`src/rtl/regfile_sequencer_if.sv`:
```
// Command/response handshake bundle for regfile_sequencer.
// The master issues commands and consumes responses; the slave is the sequencer.
interface regfile_sequencer_if;
  logic       cmd_valid;
  logic       cmd_ready;
  logic [1:0] cmd_op;
  logic [1:0] cmd_addr;
  logic [3:0] cmd_data;
  logic       resp_valid;
  logic       resp_ready;
  logic [3:0] resp_data;
  logic       resp_carry;

  modport master (
    output cmd_valid, cmd_op, cmd_addr, cmd_data, resp_ready,
    input  cmd_ready, resp_valid, resp_data, resp_carry
  );

  modport slave (
    input  cmd_valid, cmd_op, cmd_addr, cmd_data, resp_ready,
    output cmd_ready, resp_valid, resp_data, resp_carry
  );
endinterface

```
`src/rtl/regfile_sequencer.sv`:
```
// Sequences READ/WRITE/ADD/CLEAR commands onto an external 4x4 regfile that
// writes every cycle; idle cycles rewrite the addressed entry with its own value.
module regfile_sequencer (
  input  logic                       CLK,
  input  logic                       RESET,
  regfile_sequencer_if.slave         bus,
  output logic                       busy,
  output logic [1:0]                 rf_read_addr,
  input  logic [3:0]                 rf_read_data,
  output logic [1:0]                 rf_write_addr,
  output logic [3:0]                 rf_write_data
);

  typedef enum logic [1:0] {
    IDLE  = 2'd0,
    EXEC  = 2'd1,
    SWEEP = 2'd2,
    RESP  = 2'd3
  } state_e;

  localparam logic [1:0] OP_READ  = 2'd0;
  localparam logic [1:0] OP_WRITE = 2'd1;
  localparam logic [1:0] OP_ADD   = 2'd2;
  localparam logic [1:0] OP_CLEAR = 2'd3;

  state_e     state_q, state_d;
  logic [1:0] op_q, op_d;
  logic [1:0] addr_q, addr_d;
  logic [3:0] data_q, data_d;
  logic [1:0] ptr_q, ptr_d;
  logic       respond_q, respond_d;
  logic [3:0] resp_data_q, resp_data_d;
  logic       resp_carry_q, resp_carry_d;
  logic       busy_q;
  logic       cmd_ready_q;
  logic       resp_valid_q;
  logic [4:0] sum_s;

  assign sum_s          = {1'b0, rf_read_data} + {1'b0, data_q};
  assign busy           = busy_q;
  assign bus.cmd_ready  = cmd_ready_q;
  assign bus.resp_valid = resp_valid_q;
  assign bus.resp_data  = resp_data_q;
  assign bus.resp_carry = resp_carry_q;

  // Read-port address selection by state.
  always_comb begin
    rf_read_addr = 2'd0;
    case (state_q)
      EXEC:    rf_read_addr = addr_q;
      SWEEP:   rf_read_addr = ptr_q;
      IDLE:    rf_read_addr = 2'd0;
      RESP:    rf_read_addr = 2'd0;
      default: rf_read_addr = 2'd0;
    endcase
  end

  // Next-state, latched-command, response and regfile write-port logic.
  always_comb begin
    state_d       = state_q;
    op_d          = op_q;
    addr_d        = addr_q;
    data_d        = data_q;
    ptr_d         = ptr_q;
    respond_d     = respond_q;
    resp_data_d   = resp_data_q;
    resp_carry_d  = resp_carry_q;
    rf_write_addr = rf_read_addr;
    rf_write_data = rf_read_data;

    case (state_q)
      IDLE: begin
        if (bus.cmd_valid) begin
          op_d   = bus.cmd_op;
          addr_d = bus.cmd_addr;
          data_d = bus.cmd_data;
          if (bus.cmd_op == OP_CLEAR) begin
            state_d   = SWEEP;
            ptr_d     = 2'd0;
            respond_d = 1'b1;
          end else begin
            state_d = EXEC;
          end
        end else begin
          state_d = IDLE;
        end
      end

      EXEC: begin
        state_d = RESP;
        case (op_q)
          OP_READ: begin
            resp_data_d  = rf_read_data;
            resp_carry_d = 1'b0;
          end
          OP_WRITE: begin
            rf_write_data = data_q;
            resp_data_d   = data_q;
            resp_carry_d  = 1'b0;
          end
          OP_ADD: begin
            rf_write_data = sum_s[3:0];
            resp_data_d   = sum_s[3:0];
            resp_carry_d  = sum_s[4];
          end
          default: begin
            resp_data_d  = 4'd0;
            resp_carry_d = 1'b0;
          end
        endcase
      end

      SWEEP: begin
        rf_write_data = 4'd0;
        ptr_d         = ptr_q + 2'd1;
        if (ptr_q == 2'd3) begin
          respond_d = 1'b0;
          if (respond_q) begin
            state_d      = RESP;
            resp_data_d  = 4'd0;
            resp_carry_d = 1'b0;
          end else begin
            state_d = IDLE;
          end
        end else begin
          state_d = SWEEP;
        end
      end

      RESP: begin
        if (bus.resp_ready) begin
          state_d = IDLE;
        end else begin
          state_d = RESP;
        end
      end

      default: begin
        state_d   = SWEEP;
        ptr_d     = 2'd0;
        respond_d = 1'b0;
      end
    endcase
  end

  // State and output registers; status flags are decoded from the next state
  // so they line up with the state they describe.
  always_ff @(posedge CLK) begin
    if (RESET) begin
      state_q      <= SWEEP;
      op_q         <= 2'd0;
      addr_q       <= 2'd0;
      data_q       <= 4'd0;
      ptr_q        <= 2'd0;
      respond_q    <= 1'b0;
      resp_data_q  <= 4'd0;
      resp_carry_q <= 1'b0;
      busy_q       <= 1'b1;
      cmd_ready_q  <= 1'b0;
      resp_valid_q <= 1'b0;
    end else begin
      state_q      <= state_d;
      op_q         <= op_d;
      addr_q       <= addr_d;
      data_q       <= data_d;
      ptr_q        <= ptr_d;
      respond_q    <= respond_d;
      resp_data_q  <= resp_data_d;
      resp_carry_q <= resp_carry_d;
      busy_q       <= (state_d != IDLE);
      cmd_ready_q  <= (state_d == IDLE);
      resp_valid_q <= (state_d == RESP);
    end
  end

endmodule

```
`src/flat_wrapper.sv`:
```
// flat-port wrapper written by rule: the top's interface ports become plain ports
module regfile_sequencer_flat 
  (CLK, RESET, busy, rf_read_addr, rf_read_data, rf_write_addr, rf_write_data, bus_cmd_valid, bus_cmd_op, bus_cmd_addr, bus_cmd_data, bus_resp_ready, bus_cmd_ready, bus_resp_valid, bus_resp_data, bus_resp_carry);
  regfile_sequencer_if bus_i ();
  input  logic CLK;
  input  logic RESET;
  output logic busy;
  output logic [1:0] rf_read_addr;
  input  logic [3:0] rf_read_data;
  output logic [1:0] rf_write_addr;
  output logic [3:0] rf_write_data;
  input wire logic [$bits(bus_i.cmd_valid)-1:0] bus_cmd_valid;
  input wire logic [$bits(bus_i.cmd_op)-1:0] bus_cmd_op;
  input wire logic [$bits(bus_i.cmd_addr)-1:0] bus_cmd_addr;
  input wire logic [$bits(bus_i.cmd_data)-1:0] bus_cmd_data;
  input wire logic [$bits(bus_i.resp_ready)-1:0] bus_resp_ready;
  output wire logic [$bits(bus_i.cmd_ready)-1:0] bus_cmd_ready;
  output wire logic [$bits(bus_i.resp_valid)-1:0] bus_resp_valid;
  output wire logic [$bits(bus_i.resp_data)-1:0] bus_resp_data;
  output wire logic [$bits(bus_i.resp_carry)-1:0] bus_resp_carry;
  assign bus_i.cmd_valid = bus_cmd_valid;
  assign bus_i.cmd_op = bus_cmd_op;
  assign bus_i.cmd_addr = bus_cmd_addr;
  assign bus_i.cmd_data = bus_cmd_data;
  assign bus_i.resp_ready = bus_resp_ready;
  assign bus_cmd_ready = bus_i.cmd_ready;
  assign bus_resp_valid = bus_i.resp_valid;
  assign bus_resp_data = bus_i.resp_data;
  assign bus_resp_carry = bus_i.resp_carry;
  regfile_sequencer u_core (.CLK(CLK), .RESET(RESET), .bus(bus_i), .busy(busy), .rf_read_addr(rf_read_addr), .rf_read_data(rf_read_data), .rf_write_addr(rf_write_addr), .rf_write_data(rf_write_data));
endmodule
```
`config.mk`:
```
export PLATFORM = sky130hd
export DESIGN_NAME = regfile_sequencer_flat
export DESIGN_NICKNAME = d
export VERILOG_FILES = /design/src/rtl/regfile_sequencer_if.sv /design/src/rtl/regfile_sequencer.sv /design/src/flat_wrapper.sv
export SDC_FILE = /design/constraint.sdc
export NUM_CORES = 1
export LEC_CHECK = 0
export BUFFER_PORTS_ARGS = -buffer_cell sky130_fd_sc_hd__clkbuf_2
export CORE_UTILIZATION = 45
export CTS_BUF_LIST = sky130_fd_sc_hd__clkbuf_8
export CTS_CLUSTER_SIZE = 24
export DETAILED_ROUTE_END_ITERATION = 6
export GPL_ROUTABILITY_DRIVEN = 1
export PLACE_DENSITY = 0.79
export SLEW_MARGIN = 5
export SYNTH_ARGS = -nofsm -noshare
export SYNTH_HDL_FRONTEND = slang
export SYNTH_SLANG_ARGS = --single-unit
```
`constraint.sdc`:
```
create_clock -name CLK -period 4.4 [get_ports CLK]
set_clock_uncertainty 0.1 [all_clocks]
set_input_delay 0.44 -clock CLK [delete_from_list [all_inputs] [get_ports CLK]]
set_output_delay 0.44 -clock CLK [all_outputs]
set_load 0.005 [all_outputs]
```
==> metrics.cfg, run 1 <==
[critical_path]
cp_max_fo=3
criticalPathCategory=flip-flop to primary output
crit_required_ns=3.86
critical_path_arrival_ns=1.99
end_kind=primary output
critPathLaunchType=flip-flop
ff2ff_path_depth=7

[floorplanning]
core_area_sq_mm=0.00257
num_io_pins=32
die_h_um=55.2
row_count=18
start_util_pct=49.7
die-width_um=55.2
fp.dieArea_sq_mm=0.00305

[clocking]
ctsHtreeMaxLevel=1
cts_buffer_depth=2
cts_tree=done
path_clk_slew_ns=0.07
post_cts_buffers=0
clock_sinks=21
cts_hold_buf=0
clk_root_buffer_cell=clkbuf_8
insertion_delay_ns=0.26
cts-resized-gates=0
cts_buffers=3

[timing]
rsz0062_at_grt=no
hold_ws_ns=0.297
fmax_mhz=395
finalSetupTns_ns=0
setup_viol=0
period_share_pct=57.5
hold_viol=0
period_needed_ns=2.53
drv_slew=0
relSlewSlack_pct=70.2
worst_pin_slew_ns=0.444

[cells_and_area]
diodes=0
multi_input_area_sq_um=762
drive_gt1_share_pct=21.1
n_fill_cell=268
fin_nets=216
ff_latch_area_sq_um=420
syn2layout_area_growth_pct=15.2

[power_and_ir_drop]
power_leakage_nw=0.647
combPwrFrac_pct=43.6
sw_frac_of_total_pct=37.3
p_clk_share_pct=18.2
peakVddDrop_v=0.000346
sequentialPowerShare_pct=38.2
p_int_uw=423
p_total_uw=674
power.switching_uw=251
power_density_mw_per_mm2=459

[synth]
synthesis.area_sq_mm=0.00127
synth_cell_type_count=39
syn_nets=188
async_reset_ff_share_pct=0
ys_ff_latch=21
avgSynthCellArea_sq_um=8.07
seq_area_frac_synth_pct=33.0
netlist_instances=158
yosysWarnings=0
synth_edf_count=0
ys.flop_type=dfxtp_1

[detailed_routing]
drc=0
final_antenna_net_count=0
drtIter0Drc=57
num_vias=1199
wl_per_cell_um=13.2
drtPass1Iterations=4
viasPerCell=5.58
drt_wl_total_um=2840

[global_route]
grt_overflow_total=0
antenna_found_initial=0
grt_max_degree=22
met3_usage_pct=2.81
grt_pass1_vias=1143
gr-usage-met1_pct=24.1
gr-usage-all-layers_pct=19.9
grt_use_met2_pct=35.5
grt.busiest_layer=met2
grt_pass1_wl_um=4890

[hold_path]
min_path_cells=3
min_path_type=input pin to flip-flop

[placement]
dp_hpwl_um=2280
place_congestion=0.927
portBuffers=31

[status]
status=finished clean

[job]
cap_violations=0

-- through the flow --
step                      instances  utilization (%)  instance area, sq um  worst slack (ns)
after CTS                       215             57.2                  1470              1.86
after global placement          211             55.5                  1420              2.05
final                           215             57.2                  1470              1.87
after detailed placement        211             55.5                  1420              1.96
after global routing            215             57.2                  1470              1.77
after floorplan                 158                -                  1270              2.29
-- critical path, stage by stage, from the launching register on --
cell,delay [ns]
dfxtp_1,0.37
ha_1,0.19
inv_1,0.06
fa_1,0.40
xnor2_1,0.16
a22oi_1,0.18
o22ai_1,0.09
a22o_1,0.18
clkbuf_2,0.10
-- cell type report --
| cell class | count | share of cell area, % |
|---|---|---|
| Clock buffer | 3 | 2.81 |
| Multi-Input combinational cell | 116 | 51.9 |
| Sequential cell | 21 | 28.6 |
| Clock inverter | 1 | 0.256 |
| Tap cell | 30 | 2.56 |
| Inverter | 13 | 3.32 |
| Timing Repair Buffer | 31 | 10.6 |
-- cell usage in the layout (no fill, tap or decap), types with 3 or more instances in the layout --
cell / instances
a21oi_1: 15
a22oi_1: 5
a2bb2oi_1: 3
clkbuf_2: 31
clkbuf_8: 3
dfxtp_1: 21
ha_1: 13
inv_1: 13
nand2_1: 30
nor2_1: 9
nor2b_1: 3
o21ai_0: 8
-- state kept, by name (all words and copies together) (netlist names), 2 cells and up --
register and count:
u_core.bus.resp_data 4, u_core.state_q 2, u_core.data_q 4, u_core.ptr_q 2
u_core.op_q 2, u_core.addr_q 2
-- worst paths after layout --
kind | slack, ns | from | end
setup / recovery | 1.87 | u_core.data_q[0] | rf_write_data[2]
setup reg to reg | 2.36 | u_core.data_q[0] | u_core.bus.resp_data[1]
hold / removal | 0.30 | bus_cmd_data[1] | u_core.data_q[1]
hold reg to reg | 0.36 | u_core.bus.resp_carry | u_core.bus.resp_carry
-- layer usage --
layer / share of wire, % / up-vias
li1: - / 598
met1: 42 / 560
met2: 52 / 36
met3: 4.8 / 5
met4: 1.4 / 0
met5: 0 / -
-- cells in the mapped netlist, types with 2 or more instances --
cell type | number | area share [%]
o22ai_1 | 2 | 0.98
nand2_1 | 30 | 8.8
nor2_1 | 9 | 2.6
inv_1 | 12 | 3.5
o21ai_0 | 8 | 3.1
a21oi_1 | 15 | 5.9
and2_1 | 2 | 0.98
clkbuf_1 | 3 | 0.88
o21a_1 | 2 | 1.2
nor2b_1 | 3 | 1.5
dfxtp_1 | 21 | 33
ha_1 | 13 | 13
a222oi_1 | 2 | 1.6
buf_2 | 2 | 0.79
a22oi_1 | 5 | 2.9
o21ai_1 | 2 | 0.79
buf_4 | 3 | 1.8
a2bb2oi_1 | 3 | 2.1
-- cell families after synthesis --
logic type,count (synthesis),share of synthesized area [%]
muxes,1,0.785
buffers and inverters,21,7.26
xor gates and xnor gates,1,0.687
and+or+nand+nor,54,19.9
AOI/OAI and AO/OA,46,24.0
DFF,21,33.0
adders and majority gates,14,14.3
-- power by group through the flow --
stage / combinational, mW / clock [mW] / sequential, mW
after CTS: 0.295 / 0.127 / 0.258
final: 0.294 / 0.123 / 0.258
after global placement: 0.280 / 0 / 0.259
after detailed placement: 0.295 / 0 / 0.262
after floorplan: 0.213 / 0 / 0.258
after global routing: 0.332 / 0.134 / 0.263
Note: power is estimated with default switching activity, not from simulation.
==> run 2: changes to the inputs <==
--- a/config.mk
+++ b/config.mk
@@ -11,7 +11,7 @@
 export CTS_CLUSTER_SIZE = 24
 export DETAILED_ROUTE_END_ITERATION = 6
 export GPL_ROUTABILITY_DRIVEN = 1
-export PLACE_DENSITY = 0.79
+export PLACE_DENSITY = 0.82
 export SLEW_MARGIN = 5
 export SYNTH_ARGS = -nofsm -noshare
 export SYNTH_HDL_FRONTEND = slang
==> constraint.sdc (replaced) <==
create_clock -name CLK -period 2.3 [get_ports CLK]
set_clock_uncertainty 0.1 [all_clocks]
set_input_delay 0.23 -clock CLK [delete_from_list [all_inputs] [get_ports CLK]]
set_output_delay 0.23 -clock CLK [all_outputs]
set_load 0.005 [all_outputs]
==> metrics.cfg, run 2 (synthesized netlist as in run 1, its figures left out) <==
[critical_path]
max_stage_delay_ns=0.37  ; -0.03 ns
crit_required_ns=1.97  ; -1.89 ns
crit_slowest_cell=fa_2
end_kind=primary output
regToRegEndpoint=u_core.bus.resp_data[1]
critical_path_arrival_ns=1.87  ; -0.12 ns
crit_family=adder cells
crit_chain=ha_2, inv_1, fa_2, xnor2_2, a22oi_2, o22ai_1, a22o_1, clkbuf_2
r2r_start=u_core.data_q[0]
cp_max_fo=3  ; unchanged
cp_num_buf_inv=2  ; unchanged
ff2ff_path_depth=7  ; unchanged
critPathLaunchType=flip-flop
r2r_slack_ns=0.32  ; -2.04 ns
criticalPathCategory=flip-flop to primary output

[placement]
dp_hpwl_um=2210  ; -3.1%
portBuffers=31  ; unchanged
place_congestion=0.902  ; -2.7%
placed_area_sq_mm=0.00142  ; unchanged

[clocking]
clk_root_buffer_cell=clkbuf_8
cts_buffers=3  ; unchanged
cts_tree=done
post_cts_buffers=0  ; unchanged
cts_buffer_depth=2  ; unchanged
insertion_delay_ns=0.26  ; about the same
path_clk_slew_ns=0.07  ; about the same
ctsHtreeMaxLevel=1  ; unchanged
clock_sinks=21  ; unchanged

[detailed_routing]
drc=0  ; unchanged
viasPerCell=5.66  ; +1.4%
drtPass1Iterations=4  ; unchanged
drt_wl_total_um=2760  ; -2.8%
drtIter0Drc=30  ; -47%
final_antenna_net_count=0  ; unchanged
num_vias=1216  ; +1.4%
wl_per_cell_um=12.8  ; -2.8%

[floorplanning]
row_count=18  ; unchanged
start_util_pct=49.7  ; unchanged
core_area_sq_mm=0.00257  ; unchanged
die_h_um=55.2  ; unchanged
num_io_pins=32  ; unchanged
die-width_um=55.2  ; unchanged
fp.dieArea_sq_mm=0.00305  ; unchanged

[power_and_ir_drop]
power_leakage_nw=0.654  ; +1.0%
power_density_mw_per_mm2=868  ; +89%
peakVddDrop_v=0.000660  ; +91%
p_total_mw=1.29  ; +92%

[timing]
setup_viol=0  ; unchanged
drv_slew=0  ; unchanged
relSlewSlack_pct=72.1  ; +1.9 points
hold_viol=0  ; unchanged
hold_ws_ns=0.0863  ; -0.211 ns
period_share_pct=95.6
worst_pin_slew_ns=0.419  ; -0.0252 ns
fmax_mhz=455
period_needed_ns=2.20
rsz0062_at_grt=yes

[global_route]
met3_usage_pct=3.51  ; +0.70 points
grt.busiest_layer=met2
grt_pass1_wl_um=4440  ; -9.3%
gr-usage-met1_pct=20.6  ; -3.4 points
grt_max_degree=22  ; unchanged
gr-usage-all-layers_pct=18.0  ; -1.9 points
grt_use_met2_pct=32.9  ; -2.6 points
grt_pass1_vias=1118  ; -2.2%
antenna_found_initial=0  ; unchanged
grt_overflow_total=0  ; unchanged

[cells_and_area]
drive_gt1_share_pct=24.3  ; +3.2 points
syn2layout_area_growth_pct=17.1
fin_nets=216  ; unchanged
final_area_sq_mm=0.00149  ; +1.6%
n_fill_cell=240  ; -10%
final_cell_mix=clkbuf_2, nand2_1, dfxtp_1
utilization_pct=58.1  ; +0.93 points
final_common_cell=clkbuf_2
diodes=0  ; unchanged

[hold_path]
hp-start=bus_cmd_addr[0]
worstHoldEndpoint=u_core.addr_q[0]
min_path_cells=3  ; unchanged
min_path_type=input pin to flip-flop

[job]
cap_violations=0  ; unchanged

[status]
status=finished clean

==> run 2: cell counts in the layout (fill, tap and decap cells not counted) <==
No cell type changed its count.
==> run 2: worst max-delay path by stage <==
stage,start,to,depth (start not counted)
floorplan,u_core.data_q[0],u_core.bus.resp_data[2],7
global placement,rf_read_data[0],rf_write_data[2],9
detailed placement,rf_read_data[0],rf_write_data[2],9
CTS,u_core.data_q[0],rf_write_data[2],8
global route,u_core.op_q[0],rf_write_data[3],7
finish,u_core.data_q[0],rf_write_data[2],8
==> run 2: layout make-up <==
| class | count | area [sq um] | share of cell area [%] |
|---|---|---|---|
| Clock buffer | 3 | 41.3 | 2.77 |
| Clock inverter | 1 | 3.75 | 0.251 |
| Inverter | 13 | 48.8 | 3.27 |
| Multi-Input combinational cell | 116 | 785 | 52.6 |
| Sequential cell | 21 | 422 | 28.2 |
| Tap cell | 30 | 37.5 | 2.51 |
| Timing Repair Buffer | 31 | 155 | 10.4 |
==> run 2: per-stage QoR <==
step	setup TNS, ns	setup WS [ns]	std cells
6_report	0	0.102	215
5_1_grt	-0.0199	-0.0199	215
4_1_cts	0	0.0115	215
3_5_place_dp	0	0.303	211
3_3_place_gp	0	0.368	211
2_1_floorplan	0	0.501	158
==> run 2: power by group <==
part | switching (mW) | leakage [nW] | internal [mW]
logic | 0.309 | 0.456 | 0.255
clock network | 0.120 | 0.0269 | 0.119
registers | 0.0499 | 0.172 | 0.441
total | 0.479 | 0.654 | 0.816
==> run 2: worst register-to-register path, delay by kind of cell (launching register included) <==
kind	cells	cell delay (ns)
flops	1	0.34
compound gates	2	0.59
buf+inv	2	0.10
fa+ha+maj	2	0.69
simple gates	1	0.05
==> run 2: layer usage <==
metal  share of wire, %  wire length, um
met5                  0                0
met4                1.3               36
met3                5.1              140
met2                 50             1370
met1                 44             1210
==> run 2: what timing repair did <==
item / CTS / global route
gates resized for setup: 0 / 6
endpoints found under the setup margin: 0 / 2
hold buffers: 0 / 0
